File: src/rtl/bin2bcd_pkg.sv
// Shared state encoding and double-dabble constants for the streaming binary-to-BCD converter.
package bin2bcd_pkg;

  typedef enum logic [1:0] {
    S_IDLE    = 2'd0,
    S_CONVERT = 2'd1,
    S_DONE    = 2'd2
  } state_t;

  localparam logic [3:0] ADD3_THRESH = 4'd5;
  localparam logic [3:0] ADD3_VAL    = 4'd3;

endpackage

File: src/rtl/bcd_digit_adj.sv
// One BCD digit correction: a digit of 5 or more gets 3 added so the following shift carries into the next decade.
module bcd_digit_adj
  import bin2bcd_pkg::*;
(
  input  logic [3:0] digit_i,
  output logic [3:0] digit_o
);

  always_comb begin
    digit_o = (digit_i >= ADD3_THRESH) ? (digit_i + ADD3_VAL) : digit_i;
  end

endmodule

File: src/rtl/bin2bcd_stream.sv
// Handshaked sequential binary-to-BCD converter (shift-and-add-3), one bit per cycle, with optional sign and saturation.
module bin2bcd_stream
  import bin2bcd_pkg::*;
#(
  parameter int W      = 18,
  parameter int D      = 6,
  parameter int SIGNED = 0
) (
  input  logic                   clock,
  input  logic                   reset,
  input  logic                   in_valid,
  output logic                   in_ready,
  input  logic [W-1:0]           binary,
  output logic                   out_valid,
  input  logic                   out_ready,
  output logic [4*D-1:0]         bcd,
  output logic                   neg,
  output logic                   overflow,
  output logic [$clog2(D+1)-1:0] digits_used
);

  localparam int CW  = $clog2(W+1);
  localparam int DUW = $clog2(D+1);

  state_t         state_q, state_d;
  logic [W-1:0]   mag_q, mag_d;
  logic [4*D-1:0] bcd_q, bcd_d;
  logic           neg_q, neg_d;
  logic           ovf_q, ovf_d;
  logic [CW-1:0]  cnt_q, cnt_d;
  logic [4*D-1:0] bcd_adj;
  logic [4*D-1:0] bcd_out;
  logic           done;

  for (genvar g = 0; g < D; g++) begin : g_adj
    bcd_digit_adj u_adj (
      .digit_i (bcd_q[4*g +: 4]),
      .digit_o (bcd_adj[4*g +: 4])
    );
  end

  always_comb begin
    state_d = state_q;
    mag_d   = mag_q;
    bcd_d   = bcd_q;
    neg_d   = neg_q;
    ovf_d   = ovf_q;
    cnt_d   = cnt_q;
    case (state_q)
      S_IDLE: begin
        if (in_valid) begin
          neg_d   = (SIGNED != 0) && binary[W-1];
          mag_d   = ((SIGNED != 0) && binary[W-1]) ? (~binary + {{(W-1){1'b0}}, 1'b1}) : binary;
          bcd_d   = '0;
          ovf_d   = 1'b0;
          cnt_d   = '0;
          state_d = S_CONVERT;
        end
      end
      S_CONVERT: begin
        // Top bit of the corrected register falls off the end: the value no longer fits in D digits.
        {bcd_d, mag_d} = {bcd_adj[4*D-2:0], mag_q, 1'b0};
        ovf_d          = ovf_q | bcd_adj[4*D-1];
        cnt_d          = cnt_q + CW'(1);
        if (cnt_q == CW'(W-1)) begin
          state_d = S_DONE;
        end
      end
      S_DONE: begin
        if (out_ready) begin
          state_d = S_IDLE;
        end
      end
      default: state_d = S_IDLE;
    endcase
  end

  always_ff @(posedge clock) begin
    if (reset) begin
      state_q <= S_IDLE;
      mag_q   <= '0;
      bcd_q   <= '0;
      neg_q   <= 1'b0;
      ovf_q   <= 1'b0;
      cnt_q   <= '0;
    end else begin
      state_q <= state_d;
      mag_q   <= mag_d;
      bcd_q   <= bcd_d;
      neg_q   <= neg_d;
      ovf_q   <= ovf_d;
      cnt_q   <= cnt_d;
    end
  end

  assign done      = (state_q == S_DONE);
  assign in_ready  = (state_q == S_IDLE) && !reset;
  assign out_valid = done;
  assign bcd_out   = ovf_q ? {D{4'h9}} : bcd_q;
  assign bcd       = done ? bcd_out : '0;
  assign neg       = done & neg_q;
  assign overflow  = done & ovf_q;

  // Highest nonzero digit wins; a zero result still reports one digit.
  always_comb begin
    digits_used = '0;
    if (done) begin
      digits_used = DUW'(1);
      for (int i = 0; i < D; i++) begin
        if (bcd_out[4*i +: 4] != 4'd0) begin
          digits_used = DUW'(i + 1);
        end
      end
    end
  end

endmodule

File: config.mk
export PLATFORM = sky130hd
export DESIGN_NAME = bin2bcd_stream
export DESIGN_NICKNAME = d
export VERILOG_FILES = /design/src/rtl/bin2bcd_pkg.sv /design/src/rtl/bcd_digit_adj.sv /design/src/rtl/bin2bcd_stream.sv
export SDC_FILE = /design/constraint.sdc
export NUM_CORES = 1
export LEC_CHECK = 0
export BUFFER_PORTS_ARGS = -buffer_cell sky130_fd_sc_hd__buf_2
export CAP_MARGIN = 5
export CORE_MARGIN = 1
export CORE_UTILIZATION = 40
export CTS_CLUSTER_DIAMETER = 40
export CTS_CLUSTER_SIZE = 25
export DETAILED_ROUTE_END_ITERATION = 7
export PLACE_DENSITY = 0.6
export SYNTH_ARGS = -nofsm -noshare
export SYNTH_HDL_FRONTEND = slang
export SYNTH_SLANG_ARGS = --single-unit
File: constraint.sdc
create_clock -name clock -period 1.88 [get_ports clock]
set_input_delay 0 -clock clock [delete_from_list [all_inputs] [get_ports clock]]
set_output_delay 0 -clock clock [all_outputs]
set_load 0.005 [all_outputs]
==> results of run 1 <==
-- through the flow --
step / instances / worst slack, ps
6_report: 533 / 91.19
5_1_grt: 533 / 15.78
4_1_cts: 529 / 2.518
3_5_place_dp: 521 / 349.3
2_1_floorplan: 388 / 489.3
3_3_place_gp: 521 / 352.4
-- critical path: stages, from the launching register on --
cell and delay (ps):
dfxtp_4 370, or4_4 530, nor4_4 230, o31ai_1 110, a21oi_1 120, buf_2 130
-- cell families after synthesis --
| kind of cell | after synthesis | share of synthesized area [%] |
|---|---|---|
| buffers and inverters | 51 | 7.197 |
| AO/OA/AOI/OAI | 98 | 21.72 |
| other | 1 | 0.1269 |
| flip-flops | 50 | 33.87 |
| multiplexers | 7 | 2.413 |
| adder cells (fa/ha/maj) | 14 | 5.927 |
| AND/OR/NAND/NOR | 155 | 25.19 |
| XOR/XNOR | 12 | 3.556 |
-- repair_timing --
action | 4_1_cts | 5_1_grt
endpoints found under the setup margin | 1 | 3
endpoints found under the hold margin | 0 | 1
resized for setup | 1 | 7
buffers inserted | 0 | 3
pin swaps | 0 | 3
hold buffers | 0 | 1
-- registers in the layout, indices dropped and copies added, names as in the netlist --
name     count
bcd_q       24
cnt_q        5
mag_q       18
ovf_q        1
state_q      2
-- layer usage --
metal / vias to the layer above / global-route usage [%]
met1: 1303 / 26.49
met4: 0 / 5.514
met3: 7 / 3.205
met2: 51 / 32.70
li1: 1425 / -
met5: - / 0
-- cell type report --
class,count,area (um^2)
fillers,730,3521
multi-input cells,287,1748
flip-flops and latches,50,1011
repair buffers,68,385.4
well taps,96,120.1
inverters,24,90.09
clock buffers,7,76.32
clock inverters,1,30.03
-- worst max path at each step --
stage / from / endpoint / depth (start not counted)
floorplan: bcd_q[16]$_SDFFE_PP0P_ / digits_used[1] / 4
global placement: bcd_q[16]$_SDFFE_PP0P_ / digits_used[1] / 5
detailed placement: bcd_q[16]$_SDFFE_PP0P_ / digits_used[1] / 5
CTS: bcd_q[12]$_SDFFE_PP0P_ / digits_used[1] / 5
global route: bcd_q[12]$_SDFFE_PP0P_ / digits_used[1] / 5
finish: bcd_q[12]$_SDFFE_PP0P_ / digits_used[1] / 5
-- cell usage after synthesis --
library cell  number  share of area, %
a2111oi_0          7               2.1
a211oi_1           2              0.51
a21oi_1           50               8.5
a22o_1            12               3.6
a22oi_1            2              0.51
and2_1             8               1.7
buf_1              1              0.13
buf_2              8               1.4
buf_4              1              0.25
buf_6              1              0.38
clkbuf_1          16               2.0
conb_1             1              0.13
dfxtp_1           50                34
ha_1              14               5.9
inv_1             24               3.0
mux2_2             1              0.38
mux2i_1            6               2.0
nand2_1            8               1.0
nand2b_1           8               1.7
nand3_1            7               1.2
nand4_1            2              0.42
nor2_1            83                11
nor2b_1            8               1.7
nor3_1            15               2.5
nor4_4             1              0.72
nor4b_1            1              0.30
nor4bb_1           1              0.34
o21a_1             2              0.51
o21ai_0           12               2.0
o221a_2            9               3.4
o311a_2            1              0.38
o31ai_1            1              0.25
or2_2              3              0.64
or3_1              7               1.5
or3b_2             1              0.30
or4_1              1              0.25
or4_4              1              0.38
xnor2_1            6               1.8
xor2_1             6               1.8
-- cell usage in the layout, fill, tap and decap left out, types with 7 or more instances in the layout --
master      n
nand2b_1    8
inv_1      24
o221a_2     9
nand3_1     7
dfxtp_1    46
nor3_1     15
ha_1       14
nor2_1     82
or3_1       7
buf_2      51
nor2b_1     8
nand2_1     8
buf_4      16
o21ai_0    12
a2111oi_0   7
a21oi_1    50
and2_1      8
a22o_1     12
-- report_power, final --
group | switching, mW | internal, mW | leakage, nW | total, mW
registers | 0.0326 | 1.10 | 0.411 | 1.13
logic | 0.152 | 0.103 | 1.04 | 0.255
clock network | 0.368 | 0.399 | 0.0524 | 0.768
total | 0.553 | 1.60 | 1.50 | 2.16
==> run metrics, run 1 <==
synthesis warning total=0; Leak Pwr=1.501 nW; Die Wd=87.96 um; largest net degree at the start of global routing=32; worst hold slack=between 30 and 40 ps; fin nets=472; Syn Nets=roughly 420; Max clock buf depth=2; CP startpoint kind=flip-flop; CTS tree=done; Post-Synthesis Cells=between 300 and 400; first-pass GRT wire length=around 12000 um; placed inst area=~3300 um^2; post-layout util=49.57%; total power=around 2.2 mW; total die area=between 7000 and 8000 um^2; RSZ-0062 raised after global routing=false; Hold/Removal Path Class=primary input to flip-flop; length of routed met2 wiring=3314 um; Met3 Routed Length=roughly 230 um; vias in the first global route=2527; Worst setup EP type=primary output; Row Count=30; clock latency on the worst-skew pair=310 ps; GPL Wtd Cong=approximately 0.74; Reg2Reg Capture Point=bcd_q[18]$_SDFFE_PP0P_; Post-Route Skew=around 11 ps; status=complete, no violations; io pins=53; final instance area=around 3500 um^2; die height=87.96 um; via count=approximately 2800; Slew @ Worst Pin=892.7 ps; Slew HR=between 40% and 50%; CTS Buf Count=5; Pre-antenna DRT Iters=4; setup TNS=0 ps; sequential area share after synthesis=between 30 and 40%; Yosys cell types=39; Clock Sinks=50; Data required, critical path=between 1500 and 2000 ps; Initial Util=a little over two fifths; Port-buffer cells=51; Max Fclk=~560 MHz; peak supply drop=between 0.3 and 0.4 mV; Hold Fails Final Rpt=0; Setup Crit Path Kind=flip-flop to primary output; Post-Route WL=~7200 um; Critical Path AT=between 1500 and 2000 ps; DRT iter0 DRCs=97; CTS H-tree lvls=2; Total Routing Usage GR=around 20%; fin crit period=approximately 1800 ps; Antenna Diode Count=0; routed metal-1 wire length=approximately 3600 um; clock-pin slew on the worst setup and hold paths=100 ps; FF+latch count, synth=50; RR Startpoint=bcd_q[16]$_SDFFE_PP0P_; post-DP HPWL=roughly 5000 um; Critical Path Fanout Max=5; period utilization=95.15%; vias per cell=5.227; Syn Std Cell Area=~3000 um^2; wire per inst=13.58 um; synthesis-to-finish area growth=17.10%; flop-to-flop setup slack=roughly 330 ps; number of cells on the worst reg-to-reg path=7; CTS root buf=clkbuf_8; pins over their slew limit=0; Hold EP=mag_q[0]$_SDFFE_PP0P_; Power per Cell Area=623.0 nW/um^2; Hold Crit Depth=5; DRT antenna net count=0; # DRC=0; Setup violations, final=0; Top Layer Used=met4; Syn Area/Cell=7.617 um^2; Max Cap Viol=0; Core Area=~7000 um^2; layout cell share with drive strength beyond 1=21.97%; antenna violations before repair=0; GRT overflow=0; Hold Startpoint=binary[0]
No activity file was read; power rests on OpenSTA's default activity.
==> run 2, diff against run 1 <==
ABC_AREA = 1   (was unset)
PLACE_DENSITY = 0.61   (was 0.6)
==> run 2 against run 1 <==
Clock power fell by 5.9%. Synthesized cell count increased by 18%. Final area up 1.6%. Clock-buffer cell count rose by 1. Cell count is 16% higher. Via count up 9.8%. Routed wire length grew 1.4%. Flip-flop and latch count is the same. Largest cell class unchanged. Highest routed layer unchanged.
==> run metrics, run 2 <==
status=complete, no violations; RSZ-0062 raised after global routing=false; Pre-antenna DRT Iters=4 (unchanged); Total Routing Usage GR=20.49% (+0.76 points); Row Count=30 (unchanged); post-DP HPWL=5203 um (+4.4%); DRT iter0 DRCs=140 (+44%); Switch Pwr=502.5 uW (-9.1%); largest reg by FF count=bcd_q; # DRC=0 (unchanged); Synth top area share=34.60% (+0.73 points); Leak Pwr=1.549 nW (+3.2%); DRT antenna net count=0 (unchanged); period utilization=87.91% (-7.2 points); CTS H-tree lvls=2 (unchanged); Post-Route WL=7344 um (+1.4%); clock-pin slew on the worst setup and hold paths=90 ps (about the same); antenna violations before repair=0 (unchanged); Comb pwr share=11.0% (-0.8 points); Syn Std Cell Area=2893 um^2 (-2.1%); Setup Crit Path Kind=flip-flop to primary output; peak supply drop=0.4416 mV (+28%); ranking of synthesized cells by area=dfxtp_1 35%, nand2_1 16%, a21oi_1 8.3%; pins over their slew limit=0 (unchanged); vias per cell=4.958 (-5.1%); Port-buffer cells=51 (unchanged); Setup violations, final=0 (unchanged); commonest non-fill, non-tap cell in the layout=nand2_1; CTS Buf Count=5 (unchanged); GRT overflow=0 (unchanged); FF+latch count, synth=50 (unchanged); io pins=53 (unchanged); vias in the first global route=2790 (+10%); via count=3059 (+9.8%); sequential area share after synthesis=34.60% (+0.73 points); GPL Wtd Cong=0.8848 (+20%); fin cells=617 (+16%); Slew @ Worst Pin=516.7 ps (-376.1 ps); synthesis-to-finish area growth=21.54%; Hold Fails Final Rpt=0 (unchanged); Synth top cells by count=127 x nand2_1, 61 x nor2_1, 50 x dfxtp_1; die height=87.04 um (-1.0%); wire per inst=11.90 um (-12%); total power=2.055 mW (-4.7%); Syn Nets=492 (+16%); sequential share of power=53.9% (+1.3 points); layout cell share with drive strength beyond 1=14.78% (-7.2 points); CP startpoint kind=flip-flop; biggest regs=bcd_q (24), mag_q (18), cnt_q (5); largest net degree at the start of global routing=29 (-9.4%); Sw Ratio=24.45% (-1.2 points); Int Power=1.553 mW (-3.2%); fin nets=556 (+18%); ys flop type=dfxtp_1; final instance area=3516 um^2 (+1.6%); post-layout util=50.91% (+1.3 points); Filler Cells Inserted=745 (+2.1%); share of flip-flops with an asynchronous set or reset=0% (unchanged); Syn Area/Cell=6.344 um^2 (-17%); total die area=7576 um^2 (-2.1%); Post-Synthesis Cells=456 (+18%); setup TNS=0 ps (unchanged); CTS tree=done; Power per Cell Area=584.6 nW/um^2 (-6.2%); dominant cell type by area after synthesis=dfxtp_1; placed inst area=3246 um^2 (-1.8%); worst hold slack=26.18 ps (-8.757 ps); Yosys cell types=25 (-36%); Max Fclk=605.1 MHz (+8.2%); Post-Route Skew=9.720 ps (-1.512 ps); Critical Path AT=1650 ps (-140 ps); Max clock buf depth=2 (unchanged); CTS root buf=clkbuf_8; final worst setup slack=227.3 ps (+136.1 ps); Antenna Diode Count=0 (unchanged); synthesis warning total=0 (unchanged); first-pass GRT wire length=12350 um (+3.0%); Initial Util=41.88% (-0.45 points); Die Wd=87.04 um (-1.0%); PostCTS Resize Cnt=0 (-1); Data required, critical path=1880 ps (about the same); Hold/Removal Path Class=primary input to flip-flop; Critical Path Fanout Max=12 (+7); Core Area=6907 um^2 (-1.1%); clock latency on the worst-skew pair=300 ps (about the same); pre-CTS WS=402.8 ps (+53.47 ps); count leader, synth=nand2_1; max FFs per register=24 (unchanged); fin crit period=1653 ps (-136.1 ps); clock network fraction of total power=35.2% (-0.4 points); dpl cells=593 (+14%); Slew HR=65.47% (+25 points); most frequent cells in the layout=127 x nand2_1, 61 x nor2_1, 51 x buf_2; Clock Sinks=50 (unchanged); Post-synth EDFFs=0 (unchanged); Worst setup EP type=primary output; Max Cap Viol=0 (unchanged)
## run 2: path summary, 6_finish.rpt
| path | startpoint | endpoint | slack (ps) | depth (start not counted) |
|---|---|---|---|---|
| setup / recovery | state_q[1]$_SDFFE_PP0P_ | bcd[5] | 230 | 5 |
| hold / removal | binary[7] | mag_q[7]$_SDFFE_PP0P_ | 30 | 5 |
| setup reg to reg | state_q[1]$_SDFFE_PP0P_ | bcd_q[2]$_SDFFE_PP0P_ | 370 | 7 |
| hold reg to reg | cnt_q[3]$_SDFFE_PP0P_ | cnt_q[3]$_SDFFE_PP0P_ | 470 | 2 |
## run 2: cell type report
type	count	area (um^2)	area share [%]
Clock buffer	8	110.1	3.132
Inverter	54	202.7	5.765
Multi-Input combinational cell	335	1602	45.55
Sequential cell	50	1001	28.47
Tap cell	96	120.1	3.416
Timing Repair Buffer	74	480.5	13.67
## run 2: critical path, stage by stage, from the launching register on
cell	delay (ps)
dfxtp_1	380
inv_2	80
nor2_2	190
nand2_1	360
nor2_1	210
buf_2	140
## run 2: routing by layer
layer,up-vias,global-route usage (%),share of wire (%)
met4,0,5.000,0.98
met2,80,35.22,47
li1,1593,-,-
met1,1380,26.60,47
met5,-,0,0
met3,6,3.507,4.6
## run 2: timing repair
item	in CTS	in global routing
endpoints found under the hold margin	16	0
hold buffers	16	0
buffers inserted	0	0
## run 2: kinds of logic (layout without fill, tap and decap cells)
logic type / Yosys count / after routing / share of synthesized area [%]
AOI/OAI and AO/OA: 76 / 76 / 13.84
adders and majority gates: 14 / 14 / 6.055
buffers and inverters: 71 / 136 / 10.03
DFF: 50 / 50 / 34.60
other: 1 / 1 / 0.1296
and+or+nand+nor: 244 / 244 / 35.34
## run 2: power groups by stage
stage	logic, mW	clock network (mW)	registers, mW
2_1_floorplan	0.133	0	1.13
3_3_place_gp	0.199	0	1.13
3_5_place_dp	0.199	0	1.13
4_1_cts	0.225	0.743	1.11
5_1_grt	0.251	0.799	1.11
6_report	0.226	0.723	1.11
==> run 3, diff against run 2 <==
SETUP_SLACK_MARGIN = 0.5   (was unset)
==> run 3 against run 2 <==
Final area rose by 4.4%. Critical path type unchanged. Via count rose by 0.82%. First-iteration DRC count fell by 19%. Sequential power barely moved. Sequential share of layout area fell by 0.33 points. Register-to-register slack improved by 230 ps. Setup slack improved by 320 ps. Critical endpoint is now digits_used[1].
==> run metrics, run 3 (synthesis results as in run 2) <==
CP Capture Point=digits_used[1]; Reg2Reg Capture Point=bcd_q[10]$_SDFFE_PP0P_; status=complete, no violations; CTS tree=done; Critical Path AT=1340 ps (-310 ps); post-layout util=53.17% (+2.3 points); Die Wd=87.04 um (unchanged); DRT iter0 DRCs=113 (-19%); period utilization=71.04% (-17 points); clock latency on the worst-skew pair=300 ps (about the same); Power per Cell Area=558.4 nW/um^2 (-4.5%); number of cells on the worst reg-to-reg path=7 (unchanged); Port-buffer cells=51 (unchanged); total die area=7576 um^2 (unchanged); post-DP HPWL=5203 um (unchanged); most frequent cells in the layout=125 x nand2_1, 51 x nor2_1, 51 x buf_2; io pins=53 (unchanged); fin crit period=1336 ps (-317.0 ps); Row Count=30 (unchanged); GPL Wtd Cong=0.8848 (unchanged); commonest non-fill, non-tap cell in the layout=nand2_1; largest net degree at the start of global routing=29 (unchanged); vias per cell=4.982 (+0.49%); Antenna Diode Count=0 (unchanged); flop-to-flop setup slack=600 ps (+230 ps); Critical Path Fanout Max=7 (-5); Clock Sinks=50 (unchanged); pins over their slew limit=0 (unchanged); fin nets=558 (+0.36%); Setup Crit Path Kind=flip-flop to primary output; peak supply drop=0.4462 mV (+1.0%); Data required, critical path=1880 ps (about the same); Worst setup EP type=primary output; Hold Fails Final Rpt=0 (unchanged); first-pass GRT wire length=12330 um (-0.17%); wire per inst=12.08 um (+1.5%); biggest regs=bcd_q (24), mag_q (18), cnt_q (5); Total Routing Usage GR=20.43% (-0.060 points); Max clock buf depth=2 (unchanged); Pre-antenna DRT Iters=5 (+1); max FFs per register=24 (unchanged); CTS H-tree lvls=2 (unchanged); Post-Route WL=7477 um (+1.8%); antenna violations before repair=0 (unchanged); die height=87.04 um (unchanged); setup TNS=0 ps (unchanged); GRT overflow=0 (unchanged); Max Fclk=748.7 MHz (+24%); clock-pin slew on the worst setup and hold paths=90 ps (about the same); slowest CP cell=dfxtp_4; CTS root buf=clkbuf_8; CP startpoint kind=flip-flop; Initial Util=41.88% (unchanged); vias in the first global route=2790 (unchanged); RR Startpoint=state_q[1]$_SDFFE_PP0P_; Post-Route Skew=11.37 ps (+1.645 ps); Leak Pwr=1.644 nW (+6.2%); largest reg by FF count=bcd_q; Filler Cells Inserted=734 (-1.5%); Setup violations, final=0 (unchanged); most used cell, CP=nor2_2; Max Cap Viol=0 (unchanged); layout cell share with drive strength beyond 1=23.71% (+8.9 points); via count=3084 (+0.82%); RSZ-0062 raised after global routing=true; CTS Buf Count=5 (unchanged); CP max stage delay=410 ps (+30 ps); DRT antenna net count=0 (unchanged); start point of the critical path=ovf_q$_SDFFE_PP0P_; Core Area=6907 um^2 (unchanged); Hold/Removal Path Class=primary input to flip-flop; # DRC=0 (unchanged); synthesis-to-finish area growth=26.95%; critical-path cell list=nor2_2, nand3_2, nor2_2, nand2_1, a21oi_1, buf_2
run 3: what timing repair did:
item,in CTS,in global routing
setup endpoints to repair,49,55
pin swaps,2,3
endpoints found under the hold margin,16,0
hold buffers,16,0
buffers inserted,0,2
resized for setup,13,49
run 3: how the worst min path moves through the flow:
stage                           from                endpoint  slack [ps]  cells after the start
after floorplan            binary[0]   mag_q[0]$_SDFFE_PP0P_         150                      2
after global placement     binary[0]   mag_q[0]$_SDFFE_PP0P_         270                      3
after detailed placement   binary[0]   mag_q[0]$_SDFFE_PP0P_         270                      3
after CTS                 binary[14]  mag_q[14]$_SDFFE_PP0P_          10                      5
after global routing      binary[14]  mag_q[14]$_SDFFE_PP0P_          40                      5
final                      binary[7]   mag_q[7]$_SDFFE_PP0P_          30                      5
run 3: report_power, final:
part	total, mW	internal (mW)	switching [mW]
clock	0.723	0.372	0.351
combinational	0.228	0.0932	0.135
sequential	1.10	1.08	0.0187
run 3: cell type report:
cell class	count	area [um^2]	share of cell area, %
Clock buffer	8	110.1	2.998
Timing Repair Buffer	76	499.2	13.59
Inverter	54	217.7	5.928
Tap cell	96	120.1	3.271
Multi-Input combinational cell	335	1692	46.06
Sequential cell	50	1033	28.14
run 3: routing by layer:
metal	vias to the layer above	GRT usage [%]	routed length, um
met5	-	0	0
met4	0	5.000	65
met3	4	3.507	305
met2	71	35.29	3632
met1	1408	26.37	3474
li1	1601	-	-
run 3: per-stage QoR:
stage	power, mW	cell area [um^2]	worst slack [ps]	hold WS [ps]	cells
after floorplan	1.261	2893	691.8	148.3	456
after global placement	1.329	3246	461.5	265.2	593
after detailed placement	1.331	3246	402.8	273.8	593
after CTS	2.076	3548	483.6	14.36	617
after global routing	2.156	3672	430.7	42.82	619
final	2.051	3672	544.4	26.32	619
run 3: critical path: cells and delay by family (launching register included):
kind	cells	cell delay [ps]
DFF	1	410
and+or+nand+nor	4	380
buffers and inverters	1	130
AOI/OAI and AO/OA	1	120
